==> src/rtl/seq_pkg.sv <==
// Shared definitions for the 1011 sequence link (transmitter and detector side).
// Latency: n/a (types, constants and a constant helper function only).
// Backpressure: n/a.
package seq_pkg;

  // FSM encodings shared with the detector side so waveforms read the same.
  typedef enum logic [1:0] {
    ST_IDLE = 2'd0,
    ST_SYNC = 2'd1,
    ST_DATA = 2'd2,
    ST_GAP  = 2'd3
  } state_t;

  // Default sync pattern; the detector looks for this same sequence.
  localparam int                    SYNC_W_DEF   = 4;
  localparam logic [SYNC_W_DEF-1:0] SYNC_PAT_DEF = 4'b1011;

  // Largest of three phase lengths, used to size the shared phase counter.
  function automatic int max3(input int a, input int b, input int c);
    int m;
    m = a;
    if (b > m) m = b;
    if (c > m) m = c;
    return m;
  endfunction

endpackage

==> src/rtl/piso_shift.sv <==
// Parallel-load, serial-out shift register; MSB is presented first, zero fill.
// Latency: q_msb shows d[W-1] the cycle after load; each shift exposes the next bit.
// Backpressure: none; the owner decides when to load and when to shift.
module piso_shift #(
  parameter int W = 8
) (
  input  logic         clk,
  input  logic         reset,
  input  logic         load,
  input  logic         shift,
  input  logic [W-1:0] d,
  output logic         q_msb
);

  logic [W-1:0] sr;

  // Load takes priority over shift; shifting left pulls zeros in at the LSB.
  always_ff @(posedge clk) begin
    if (reset) begin
      sr <= '0;
    end else if (load) begin
      sr <= d;
    end else if (shift) begin
      sr <= sr << 1;
    end
  end

  assign q_msb = sr[W-1];

endmodule

==> src/rtl/seq_frame_tx.sv <==
// Serial frame transmitter: sync pattern, payload MSB first, then idle zero gap.
// Latency: first sync bit on tx_bit the cycle after the accept edge; frame = SYNC_W+DATA_W+GAP.
// Backpressure: data_ready only in IDLE or the last gap cycle, so frames can run back to back.
module seq_frame_tx
  import seq_pkg::*;
#(
  parameter int                DATA_W   = 8,
  parameter int                SYNC_W   = SYNC_W_DEF,
  parameter logic [SYNC_W-1:0] SYNC_PAT = SYNC_PAT_DEF,
  parameter int                GAP      = 2
) (
  input  logic              clk,
  input  logic              reset,
  input  logic [DATA_W-1:0] data_in,
  input  logic              data_valid,
  output logic              data_ready,
  output logic              tx_bit,
  output logic              tx_active,
  output logic              frame_done
);

  localparam int CNT_MAX = max3(SYNC_W, DATA_W, GAP);
  localparam int CNT_W   = $clog2(CNT_MAX + 1);

  localparam logic [CNT_W-1:0] SYNC_LAST = CNT_W'(SYNC_W - 1);
  localparam logic [CNT_W-1:0] DATA_LAST = CNT_W'(DATA_W - 1);
  localparam logic [CNT_W-1:0] GAP_LAST  = CNT_W'(GAP - 1);
  localparam logic [CNT_W-1:0] CNT_ONE   = CNT_W'(1);

  // state/cnt describe the bit currently on tx_bit; the *_n values describe
  // the bit that will be driven after the next edge.
  state_t            state, state_n;
  logic [CNT_W-1:0]  cnt, cnt_n;
  logic              accept;
  logic              pay_load, pay_shift, pay_msb;
  logic              tx_bit_n, tx_active_n, frame_done_n;
  logic [SYNC_W-1:0] sync_shifted;

  // Ready is a pure function of the current phase so upstream sees it early.
  assign data_ready = (state == ST_IDLE) || ((state == ST_GAP) && (cnt == GAP_LAST));
  assign accept     = data_valid && data_ready;

  // Payload is latched on accept and shifted once per bit as it is driven out.
  assign pay_load  = accept;
  assign pay_shift = (state_n == ST_DATA);

  piso_shift #(
    .W(DATA_W)
  ) u_payload (
    .clk   (clk),
    .reset (reset),
    .load  (pay_load),
    .shift (pay_shift),
    .d     (data_in),
    .q_msb (pay_msb)
  );

  // Sync bit for the next cycle: shift the pattern so the wanted bit lands at the MSB.
  assign sync_shifted = SYNC_PAT << cnt_n;

  // State and shared phase counter; reset aborts any frame in flight.
  always_ff @(posedge clk) begin
    if (reset) begin
      state <= ST_IDLE;
      cnt   <= '0;
    end else begin
      state <= state_n;
      cnt   <= cnt_n;
    end
  end

  // Next phase: counter runs up to the phase terminal value, then restarts at zero.
  always_comb begin
    state_n = state;
    cnt_n   = cnt;
    unique case (state)
      ST_IDLE: begin
        if (accept) begin
          state_n = ST_SYNC;
          cnt_n   = '0;
        end
      end
      ST_SYNC: begin
        if (cnt == SYNC_LAST) begin
          state_n = ST_DATA;
          cnt_n   = '0;
        end else begin
          cnt_n = cnt + CNT_ONE;
        end
      end
      ST_DATA: begin
        if (cnt == DATA_LAST) begin
          state_n = ST_GAP;
          cnt_n   = '0;
        end else begin
          cnt_n = cnt + CNT_ONE;
        end
      end
      ST_GAP: begin
        if (cnt == GAP_LAST) begin
          state_n = accept ? ST_SYNC : ST_IDLE;
          cnt_n   = '0;
        end else begin
          cnt_n = cnt + CNT_ONE;
        end
      end
      default: begin
        state_n = ST_IDLE;
        cnt_n   = '0;
      end
    endcase
  end

  // Output values for the phase being entered; registered below so tx_bit is glitch-free.
  always_comb begin
    tx_bit_n     = 1'b0;
    tx_active_n  = 1'b0;
    frame_done_n = 1'b0;
    unique case (state_n)
      ST_SYNC: begin
        tx_bit_n    = sync_shifted[SYNC_W-1];
        tx_active_n = 1'b1;
      end
      ST_DATA: begin
        tx_bit_n     = pay_msb;
        tx_active_n  = 1'b1;
        frame_done_n = (cnt_n == DATA_LAST);
      end
      default: begin
        tx_bit_n     = 1'b0;
        tx_active_n  = 1'b0;
        frame_done_n = 1'b0;
      end
    endcase
  end

  // Registered serial outputs; reset forces the line idle on the following cycle.
  always_ff @(posedge clk) begin
    if (reset) begin
      tx_bit     <= 1'b0;
      tx_active  <= 1'b0;
      frame_done <= 1'b0;
    end else begin
      tx_bit     <= tx_bit_n;
      tx_active  <= tx_active_n;
      frame_done <= frame_done_n;
    end
  end

endmodule
==> config.mk <==
export PLATFORM = sky130hd
export DESIGN_NAME = seq_frame_tx
export DESIGN_NICKNAME = d
export VERILOG_FILES = /design/src/rtl/seq_pkg.sv /design/src/rtl/piso_shift.sv /design/src/rtl/seq_frame_tx.sv
export SDC_FILE = /design/constraint.sdc
export NUM_CORES = 1
export LEC_CHECK = 0
export ABC_CLOCK_PERIOD_IN_PS = 2300
export CORE_AREA = 2 2 48 50
export DETAILED_ROUTE_END_ITERATION = 8
export DIE_AREA = 0 0 50 52
export HOLD_SLACK_MARGIN = 0.15
export PLACE_DENSITY = 0.79
export SLEW_MARGIN = 15
export SYNTH_ARGS = -nofsm -noshare
export SYNTH_HDL_FRONTEND = slang
export SYNTH_SLANG_ARGS = --single-unit
==> constraint.sdc <==
create_clock -name clk -period 2.3 [get_ports clk]
set_clock_uncertainty 0.2 [all_clocks]
set_input_delay 0.23 -clock clk [delete_from_list [all_inputs] [get_ports clk]]
set_output_delay 0.23 -clock clk [all_outputs]
set_load 0.01 [all_outputs]
; ---- Word level (Yosys, flattened, before mapping)
; Cells that the tools add are included.
[totals]
register_bits = 17
word_cells = 40
out_inout_bits = 4
[op_classes]
mux = 15
n_eq_ne = 9
bitwise_logic = 1
n_shift = 1
n_reduce_logical = 7
n_addsub = 1
[op_table]
columns = cell, count
row1 = 4-bit 2-to-1 mux, 4
row2 = 8-bit 2-to-1 mux, 2
row3 = 4-bit one-hot mux with 4 select lines, 1
row4 = "4-bit by 3-bit equality test with 1-bit output, second input constant", 2
row5 = 2-bit 2-to-1 mux, 4
row6 = 2-bit one-hot mux with 4 select lines, 1
row7 = "2-bit equality test, second input constant", 3
row8 = "4-bit by 1-bit adder with 4-bit output, second input constant", 1
row9 = "2-bit by 1-bit equality test with 1-bit output, second input constant", 2
row10 = "4-bit by 1-bit equality test with 1-bit output, second input constant", 1
row11 = "4-bit by 2-bit equality test with 1-bit output, second input constant", 1
row12 = 2-bit OR reduction, 2
row13 = "4-bit by 4-bit << shifter with 4-bit output, first input constant", 1
row14 = 1-bit logical AND, 2
row15 = 2-bit zero test, 1
row16 = 1-bit 2-to-1 mux, 2
row17 = 1-bit one-hot mux with 2 select lines, 1
row18 = 2-bit nonzero test, 1
row19 = 1-bit logical OR, 1
row20 = 1-bit NOT, 1

; ---- Logic depth before layout (Yosys ltp)
; Gate-level depths: netlist of run 1.
[logic_depth]
word_depth = 10
depth_mapped = 11
depth_no_buf = 10

; ---- Modules after synthesis
; Synthesis of run 1 repeated with hierarchy kept, for this count alone.
[unflattened]
hier_cells = 109
area_unflattened_um2 = 1019.7
[by_module_without_submodules]
columns = module, cells_each, area_per_inst_um2, instances
row1 = seq_frame_tx, 74, 650.6, 1
row2 = piso_shift, 35, 369.1, 1

; ---- Worst setup path after synthesis of run 1
; OpenSTA, ideal clock, no wires.
[synth_timing]
path_type = reg-to-reg
start = register cnt[0]
end = register frame_done
path_stages_with_launch = 10
slack_ps = -198
setup_time_ps = 87
t_arrival_ps = 2211
cell_sequence = dfxtp_1 -> ha_1 -> nand2_1 -> a221oi_1 -> a21oi_1 -> inv_1 -> ha_1 -> buf_1 -> or3b_1 -> nor4b_2
[synth_between]
elab_chain_len = 10
elab_cells_between_ends = 22
[synth_rtl]
columns = item, line
row1 = start: declaration, seq_frame_tx.sv:33  ; logic [CNT_W-1:0] cnt, cnt_n;
row2 = start signal: assignment, seq_frame_tx.sv:68  ; cnt <= cnt_n;
row3 = 4-bit by 1-bit equality test with 1-bit output, "seq_frame_tx.sv:40, seq_frame_tx.sv:100"
row4 = 1-bit logical AND, seq_frame_tx.sv:40  ; assign data_ready = (state == ST_IDLE) || ((state == ST_GAP) && (cnt == GAP_LAST));
row5 = 1-bit logical OR, seq_frame_tx.sv:40
row6 = 1-bit logical AND, seq_frame_tx.sv:41  ; assign accept = data_valid && data_ready;
row7 = 1-bit 2-to-1 mux, seq_frame_tx.sv:101  ; state_n = accept ? ST_SYNC : ST_IDLE;
row8 = 2-bit 2-to-1 mux, seq_frame_tx.sv:100  ; if (cnt == GAP_LAST) begin
row9 = 2-bit one-hot mux with 4 select lines (*), seq_frame_tx.sv:76  ; unique case (state)
row10 = named net state_n[0], seq_frame_tx.sv:32  ; state_t state, state_n;
row11 = 2-bit equality test (*), seq_frame_tx.sv:119  ; unique case (state_n)
row12 = 1-bit NOT (no line) (*), n/a
row13 = 2-bit OR reduction (no line) (*), n/a
row14 = end signal: assignment, seq_frame_tx.sv:146  ; frame_done <= frame_done_n;
row15 = end: declaration, seq_frame_tx.sv:19  ; output logic frame_done
; The timed path passes the listed nets; every way through them passes the cells marked *.
; A chain may end at the register's enable or synchronous reset.

; ---- Worst setup path in the final report of run 1
[layout_timing]
start = register cnt[3]
end = register frame_done
; Same word-level chain as after synthesis.

==> qor.yml, run 1 <==
nFillCells: 194
critical_path.cell_chain: "or2_2 -> a221oi_2 -> a21oi_2 -> inv_1 -> ha_2 -> or3b_1 -> nor4b_2"
total_leakage_power_nw: 0.456
ys_ff_latch: 17
drive_gt1_frac: 0.186
grt_max_degree: 16
cp-startpoint: "cnt[3]"
r2r-start: "cnt[3]"
worstReg2RegEnd: "frame_done"
vias: 816
rrSetupSlack_ns: 0.07
antenna_found_initial: 0
setup_viol: 0
cp-start-kind: "flip-flop"
finalNetCount: 146
cp_max_fo: 6
synth_top_area_frac: 0.366
hold_buffers: 0
arrival_ns: 2.22
synth_nets: 125
timing.final.crit_share: 0.971
drc: 0
power_density_nw_per_um2: 495
syn_area_um2: 931
critical_path.endpoint: "frame_done"
viasPerCell: 5.20
wl_per_cell_um: 12.8
ys_seq_area_frac: 0.366
die_w_um: 50
port_buffers: 14
synth_top_area_cell: "dfxtp_1"
avgSynthCellArea_um2: 8.54
hold_viol: 0
dieHeight_um: 52
tritoncts: "done"
row_count: 17
critPathRequiredTime_ns: 2.29
clockRootBuffer: "clkbuf_4"
yosys_warnings: 0
clkSlewWorstSetupHoldPaths_ns: 0.09
diodes: 0
dp_hpwl_um: 1490
areaGrowthSynthToFinish_pct: 31.2
top_level_ports: 15
drv_cap: 0
grt_pass1_wl_um: 3340
worstRegToRegCells: 7
ir_drop_mv: 0.263
dr.pass1.iters: 4
min_path_type: "flip-flop to flip-flop"
crit_path_end_kind: "flip-flop"
status: "finished clean"
setup-tns-final_ns: 0
drtIter0Drc: 11
crit_slowest_cell: "dfxtp_1"
slew-limit-headroom: 0.672
synth.distinct_cells: 33
grt_pass1_vias: 823
cts_buffers: 3
overflow: 0
crit_type: "flip-flop to flip-flop"
place_congestion: 0.841
place_ws_ns: -0.0487
die_area_um2: 2600
cts_buffer_depth: 2
post-route-min-period_ns: 2.23
grt.total_usage: 0.165
worst_slew_pin_slew_ns: 0.491
synthTopCellsByArea: "dfxtp_1, mux2i_1, ha_1, a211oi_1, nor2_1"
max_freq_mhz: 448
start_util: 0.442
clock-sinks: 17
htree_levels: 1
wl_um: 2010
netlist_instances: 109
clock_latency_ns: 0.28
antenna_left: 0
core_area_um2: 2110
maxSlewViolCount: 0
critPathMaxStageDelay_ns: 0.37
setup_slack_ns: 0.0678
## cell type report
cell class                 instances  area, um2  share of cell area
clock buffer                       4       26.3              0.0215
inverter                           6       22.5              0.0184
multi-input combinational         79        574               0.470
sequential                        17        349               0.286
tap                               28       35.0              0.0287
timing repair buffer              23        214               0.175
## power by group
part           internal, mW  leakage [nW]  total, mW  switching (mW)
logic                0.0648         0.299      0.118          0.0531
registers             0.314         0.141      0.333          0.0183
clock network        0.0672        0.0150      0.154          0.0864
## layout by cell type, fill, tap and decap left out, drive strengths merged, types with 4 or more instances in the layout
master          n
dfxtp          17
nor2           16
clkdlybuf4s50  13
mux2i           9
buf             9
a211oi          8
inv             6
nand2           5
o21ai           5
ha              5
nand2b          4
a21oi           4
clkbuf          4
## worst min-delay path by stage
stage	to	startpoint	depth (start not counted)	slack, ns
after CTS	tx_bit	u_payload.sr[7]	2	0.30
after global placement	tx_bit	u_payload.sr[7]	2	0.29
after detailed placement	tx_bit	u_payload.sr[7]	2	0.28
after global routing	tx_bit	u_payload.sr[7]	2	0.34
after floorplan	frame_done	reset	1	0.10
final	tx_bit	u_payload.sr[7]	2	0.29
## Yosys cell counts
cell type  instances
and3b_1            1
a31oi_1            1
buf_4              1
o2bb2ai_1          1
a211oi_1           8
dfxtp_1           17
clkbuf_1           2
mux2i_1            9
and2b_1            1
nand4b_1           1
or3b_1             1
ha_1               5
a21oi_1            4
o31a_1             1
o2111ai_1          1
inv_1              6
nand3_1            3
a21o_1             1
clkbuf_2           1
nor3_1             1
nand2_1            5
nor2b_1            3
nor4b_2            1
nor2_1            16
o31ai_1            1
buf_2              2
a221oi_1           1
buf_1              1
or2_2              1
o21ai_0            5
nand2b_1           4
o21ba_1            1
o22ai_1            2
## flip-flops by register name (all words and copies together), names as in the netlist
| register | flops |
|---|---|
| state | 2 |
| cnt | 4 |
| frame_done | 1 |
| tx_active | 1 |
| u_payload.sr | 8 |
| tx_bit | 1 |
## worst max-delay path, delay by kind of cell, from the launching register on
family | cells | cell delay (ns)
AOI/OAI and AO/OA | 2 | 0.33
adders and majority gates | 1 | 0.19
buffers and inverters | 1 | 0.09
DFF | 1 | 0.37
and+or+nand+nor | 3 | 0.97
## repair_timing
action	CTS	global route
endpoints found under the setup margin	6	11
cloned	0	0
buffers inserted	0	1
pin swaps	1	5
gates resized for setup	3	15
## per-stage QoR
stage	total power, mW	area (um2)	cells	hold WS, ns	utilization
global placement	0.442	1130	152	0.286	0.539
floorplan	0.396	935	109	0.101	-
finish	0.604	1220	157	0.291	0.580
global route	0.642	1220	157	0.338	0.580
detailed placement	0.447	1130	152	0.282	0.539
CTS	0.598	1170	156	0.297	0.554
## kinds of logic (layout without fill, tap and decap cells)
group,count (synthesis),count (layout),share of synthesized area
AND/OR/NAND/NOR,38,38,0.212
flip-flops,17,17,0.366
AO/OA/AOI/OAI,27,27,0.198
adder cells (fa/ha/maj),5,5,0.0672
multiplexers,9,9,0.0968
buffers and inverters,13,33,0.0605
## routing by layer
| metal | share of wire | wire, um | GRT usage | vias up |
|---|---|---|---|---|
| met2 | 0.53 | 1070 | 0.322 | 16 |
| met1 | 0.43 | 869 | 0.184 | 375 |
| met3 | 0.028 | 57 | 0.0172 | 2 |
| met4 | 0.0060 | 12 | 0.0556 | 0 |
| li1 | - | - | - | 423 |
| met5 | 0 | 0 | 0 | - |
No activity file was read; power rests on OpenSTA's default activity.
==> inputs of run 2 (changes only) <==
--- a/config.mk
+++ b/config.mk
@@ -5,13 +5,15 @@
 export SDC_FILE = /design/constraint.sdc
 export NUM_CORES = 1
 export LEC_CHECK = 0
+export ABC_AREA = 1
 export ABC_CLOCK_PERIOD_IN_PS = 2300
-export CORE_AREA = 2 2 48 50
+export CORE_AREA = 2 2 49 51
 export DETAILED_ROUTE_END_ITERATION = 8
-export DIE_AREA = 0 0 50 52
+export DIE_AREA = 0 0 51 53
 export HOLD_SLACK_MARGIN = 0.15
-export PLACE_DENSITY = 0.79
+export PLACE_DENSITY = 0.77
 export SLEW_MARGIN = 15
 export SYNTH_ARGS = -nofsm -noshare
 export SYNTH_HDL_FRONTEND = slang
 export SYNTH_SLANG_ARGS = --single-unit
+export TNS_END_PERCENT = 30
==> qor.yml, run 2 <==
setup_viol: 0  # unchanged
yosysMostFrequentCell: "nand2_1"
power_density_nw_per_um2: 796  # +61%
antenna_found_initial: 0  # unchanged
netlist_instances: 134  # +23%
clkSlewWorstSetupHoldPaths_ns: 0.09  # about the same
synth_top_area_cell: "dfxtp_1"
ys_ff_latch: 17  # unchanged
drc: 0  # unchanged
wl_per_cell_um: 10.7  # -17%
diodes: 0  # unchanged
final_util: 0.544  # -0.0359
die_area_um2: 2700  # +4.0%
final_cell_mix: "nand2_1, nor2_1, inv_1, dfxtp_1, nand3_1"
synth_edf_count: 0  # unchanged
avgSynthCellArea_um2: 7.04  # -18%
ys.flop_type: "dfxtp_1"
timing.final.crit_share: 0.913  # -0.0571
worst_slew_pin_slew_ns: 0.544  # +0.0535 ns
place_congestion: 0.809  # -3.8%
drive_gt1_frac: 0.131  # -0.0553
cp_max_fo: 7  # +1
grt.total_usage: 0.156  # -0.00913
arrival_ns: 2.09  # -0.13 ns
port_buffers: 14  # unchanged
post-route-min-period_ns: 2.10  # -0.131 ns
critical_path.cell_chain: "inv_1 -> ha_1 -> nand2_2 -> o21ai_1 -> o31ai_1 -> o21ai_1 -> ha_2 -> buf_4 -> nand2_1 -> a311oi_2"
top_level_ports: 15  # unchanged
drv_cap: 0  # unchanged
largest_register_ffs: 8  # unchanged
cts_buffer_depth: 2  # unchanged
dieHeight_um: 53  # +1.9%
die_w_um: 51  # +2.0%
slew-limit-headroom: 0.636  # -0.0360
synth.distinct_cells: 22  # -33%
crit_path_end_kind: "flip-flop"
clock-sinks: 17  # unchanged
overflow: 0  # unchanged
drtIter0Drc: 15  # +4
clockRootBuffer: "clkbuf_4"
p_total_mw: 0.930  # +54%
post_cts_buffers: 0  # unchanged
vias: 907  # +11%
min_path_type: "flip-flop to flip-flop"
hold_buffers: 0  # unchanged
maxSlewViolCount: 0  # unchanged
synth_common_cells: "nand2_1, nor2_1, dfxtp_1"
finalNetCount: 170  # +16%
cp.buffers_inverters: 2  # +1
ys_seq_area_frac: 0.361  # -0.00485
worstRegToRegCells: 10  # +3
crit_slowest_cell: "dfxtp_2"
syn_area_um2: 943  # +1.3%
hold_viol: 0  # unchanged
reg_top3: "u_payload.sr x8, cnt x4, state x2"
grt_pass1_vias: 813  # -1.2%
wl_um: 1930  # -3.8%
grt_setup_unrepaired: "false"
cts_buffers: 3  # unchanged
cp-start-kind: "flip-flop"
regMostFlops: "u_payload.sr"
layout_commonest_cell: "nand2_1"
areaGrowthSynthToFinish_pct: 23.9
hold_ws_ns: 0.276  # -0.0151 ns
grt_pass1_wl_um: 3150  # -5.6%
synthTopCellsByArea: "dfxtp_1, nand2_1, nor2_1, nand3_1, ha_1"
max_freq_mhz: 476  # +6.2%
synth_nets: 150  # +20%
tritoncts: "done"
row_count: 17  # unchanged
crit_top_cell: "o21ai_1"
core_area_um2: 2150  # +2.0%
clock_latency_ns: 0.28  # about the same
htree_levels: 1  # unchanged
critPathRequiredTime_ns: 2.29  # about the same
ir_drop_mv: 0.402  # +53%
setup-tns-final_ns: 0  # unchanged
dp_hpwl_um: 1520  # +1.8%
grt_max_degree: 16  # unchanged
synthArstFlopShare: 0  # unchanged
crit_type: "flip-flop to flip-flop"
hold_path_depth: 2  # unchanged
viasPerCell: 5.01  # -3.6%
cp.depth: 10  # +3
critPathMaxStageDelay_ns: 0.35  # -0.02 ns
start_util: 0.439  # -0.00293
total_leakage_power_nw: 0.482  # +5.8%
status: "finished clean"
yosys_warnings: 0  # unchanged
antenna_left: 0  # unchanged
path_delay_family: "compound AO/OA/AOI/OAI gates"
synth_top_area_frac: 0.361  # -0.00485
dr.pass1.iters: 4  # unchanged
[run 2: changes by cell type in the layout (fill, tap and decap cells not counted), moves of 6 or more]
cell / change
a211oi_1: -8
nor2_1: +6
mux2i_1: -9
inv_1: +10
nand3_1: +11
nand2_1: +28
[run 2: cell type report]
| cell class | instances | area (um2) |
|---|---|---|
| sequential | 17 | 343 |
| inverter | 16 | 60.1 |
| multi-input combinational | 98 | 536 |
| clock buffer | 4 | 26.3 |
| fill | 208 | 980 |
| timing repair buffer | 18 | 169 |
| tap | 28 | 35.0 |
[run 2: cells by family (layout without fill, tap and decap cells)]
| kind of cell | after synthesis | after routing | share of synthesized area |
|---|---|---|---|
| flip-flops | 17 | 17 | 0.361 |
| AND/OR/NAND/NOR | 76 | 76 | 0.357 |
| AO/OA/AOI/OAI | 17 | 17 | 0.133 |
| buffers and inverters | 19 | 38 | 0.0835 |
| adder cells (fa/ha/maj) | 5 | 5 | 0.0663 |
[run 2: what timing repair did]
action,4_1_cts,5_1_grt
pin swaps,0,1
endpoints found under the hold margin,0,0
resized for setup,2,7
setup endpoints to repair,2,7
[run 2: metrics by stage]
stage | setup slack (ns) | std cells | cell area [um2]
2_1_floorplan | 0.0568 | 134 | 943
3_3_place_gp | 0.0312 | 177 | 1130
3_5_place_dp | -0.0178 | 177 | 1130
4_1_cts | 0.0285 | 181 | 1150
5_1_grt | 0.0453 | 181 | 1170
6_report | 0.199 | 181 | 1170
[run 2: per-layer routing]
layer | share of wire | track usage
met2 | 0.50 | 0.290
met1 | 0.47 | 0.173
met3 | 0.026 | 0.0282
met4 | 0.010 | 0.0676
met5 | 0 | 0
[run 2: worst reg2reg max path: cells and delay by family (launching register included)]
kind	cells	cell delay [ns]
flip-flops	1	0.35
adder cells (fa/ha/maj)	2	0.44
AND/OR/NAND/NOR	2	0.14
AO/OA/AOI/OAI	4	0.63
buffers and inverters	2	0.25
[run 2: where the power goes]
part,switching [mW],internal [mW],total [mW]
logic,0.226,0.165,0.391
clock network,0.0851,0.0674,0.152
registers,0.0380,0.348,0.386
total,0.349,0.581,0.930
[run 2: final timing paths]
kind                   start         endpoint  slack (ns)
max                   cnt[1]  u_payload.sr[7]        0.20
min          u_payload.sr[7]           tx_bit        0.28
max reg2reg           cnt[1]  u_payload.sr[7]        0.20
min reg2reg  u_payload.sr[7]           tx_bit        0.28
==> inputs of run 3 (changes only) <==
--- a/config.mk
+++ b/config.mk
@@ -10,7 +10,7 @@
 export CORE_AREA = 2 2 49 51
 export DETAILED_ROUTE_END_ITERATION = 8
 export DIE_AREA = 0 0 51 53
-export HOLD_SLACK_MARGIN = 0.15
+export HOLD_SLACK_MARGIN = 0.05
 export PLACE_DENSITY = 0.77
 export SLEW_MARGIN = 15
 export SYNTH_ARGS = -nofsm -noshare
==> results of run 3 <==
The final DEF is identical to that of run 2; final timing and power are the same.
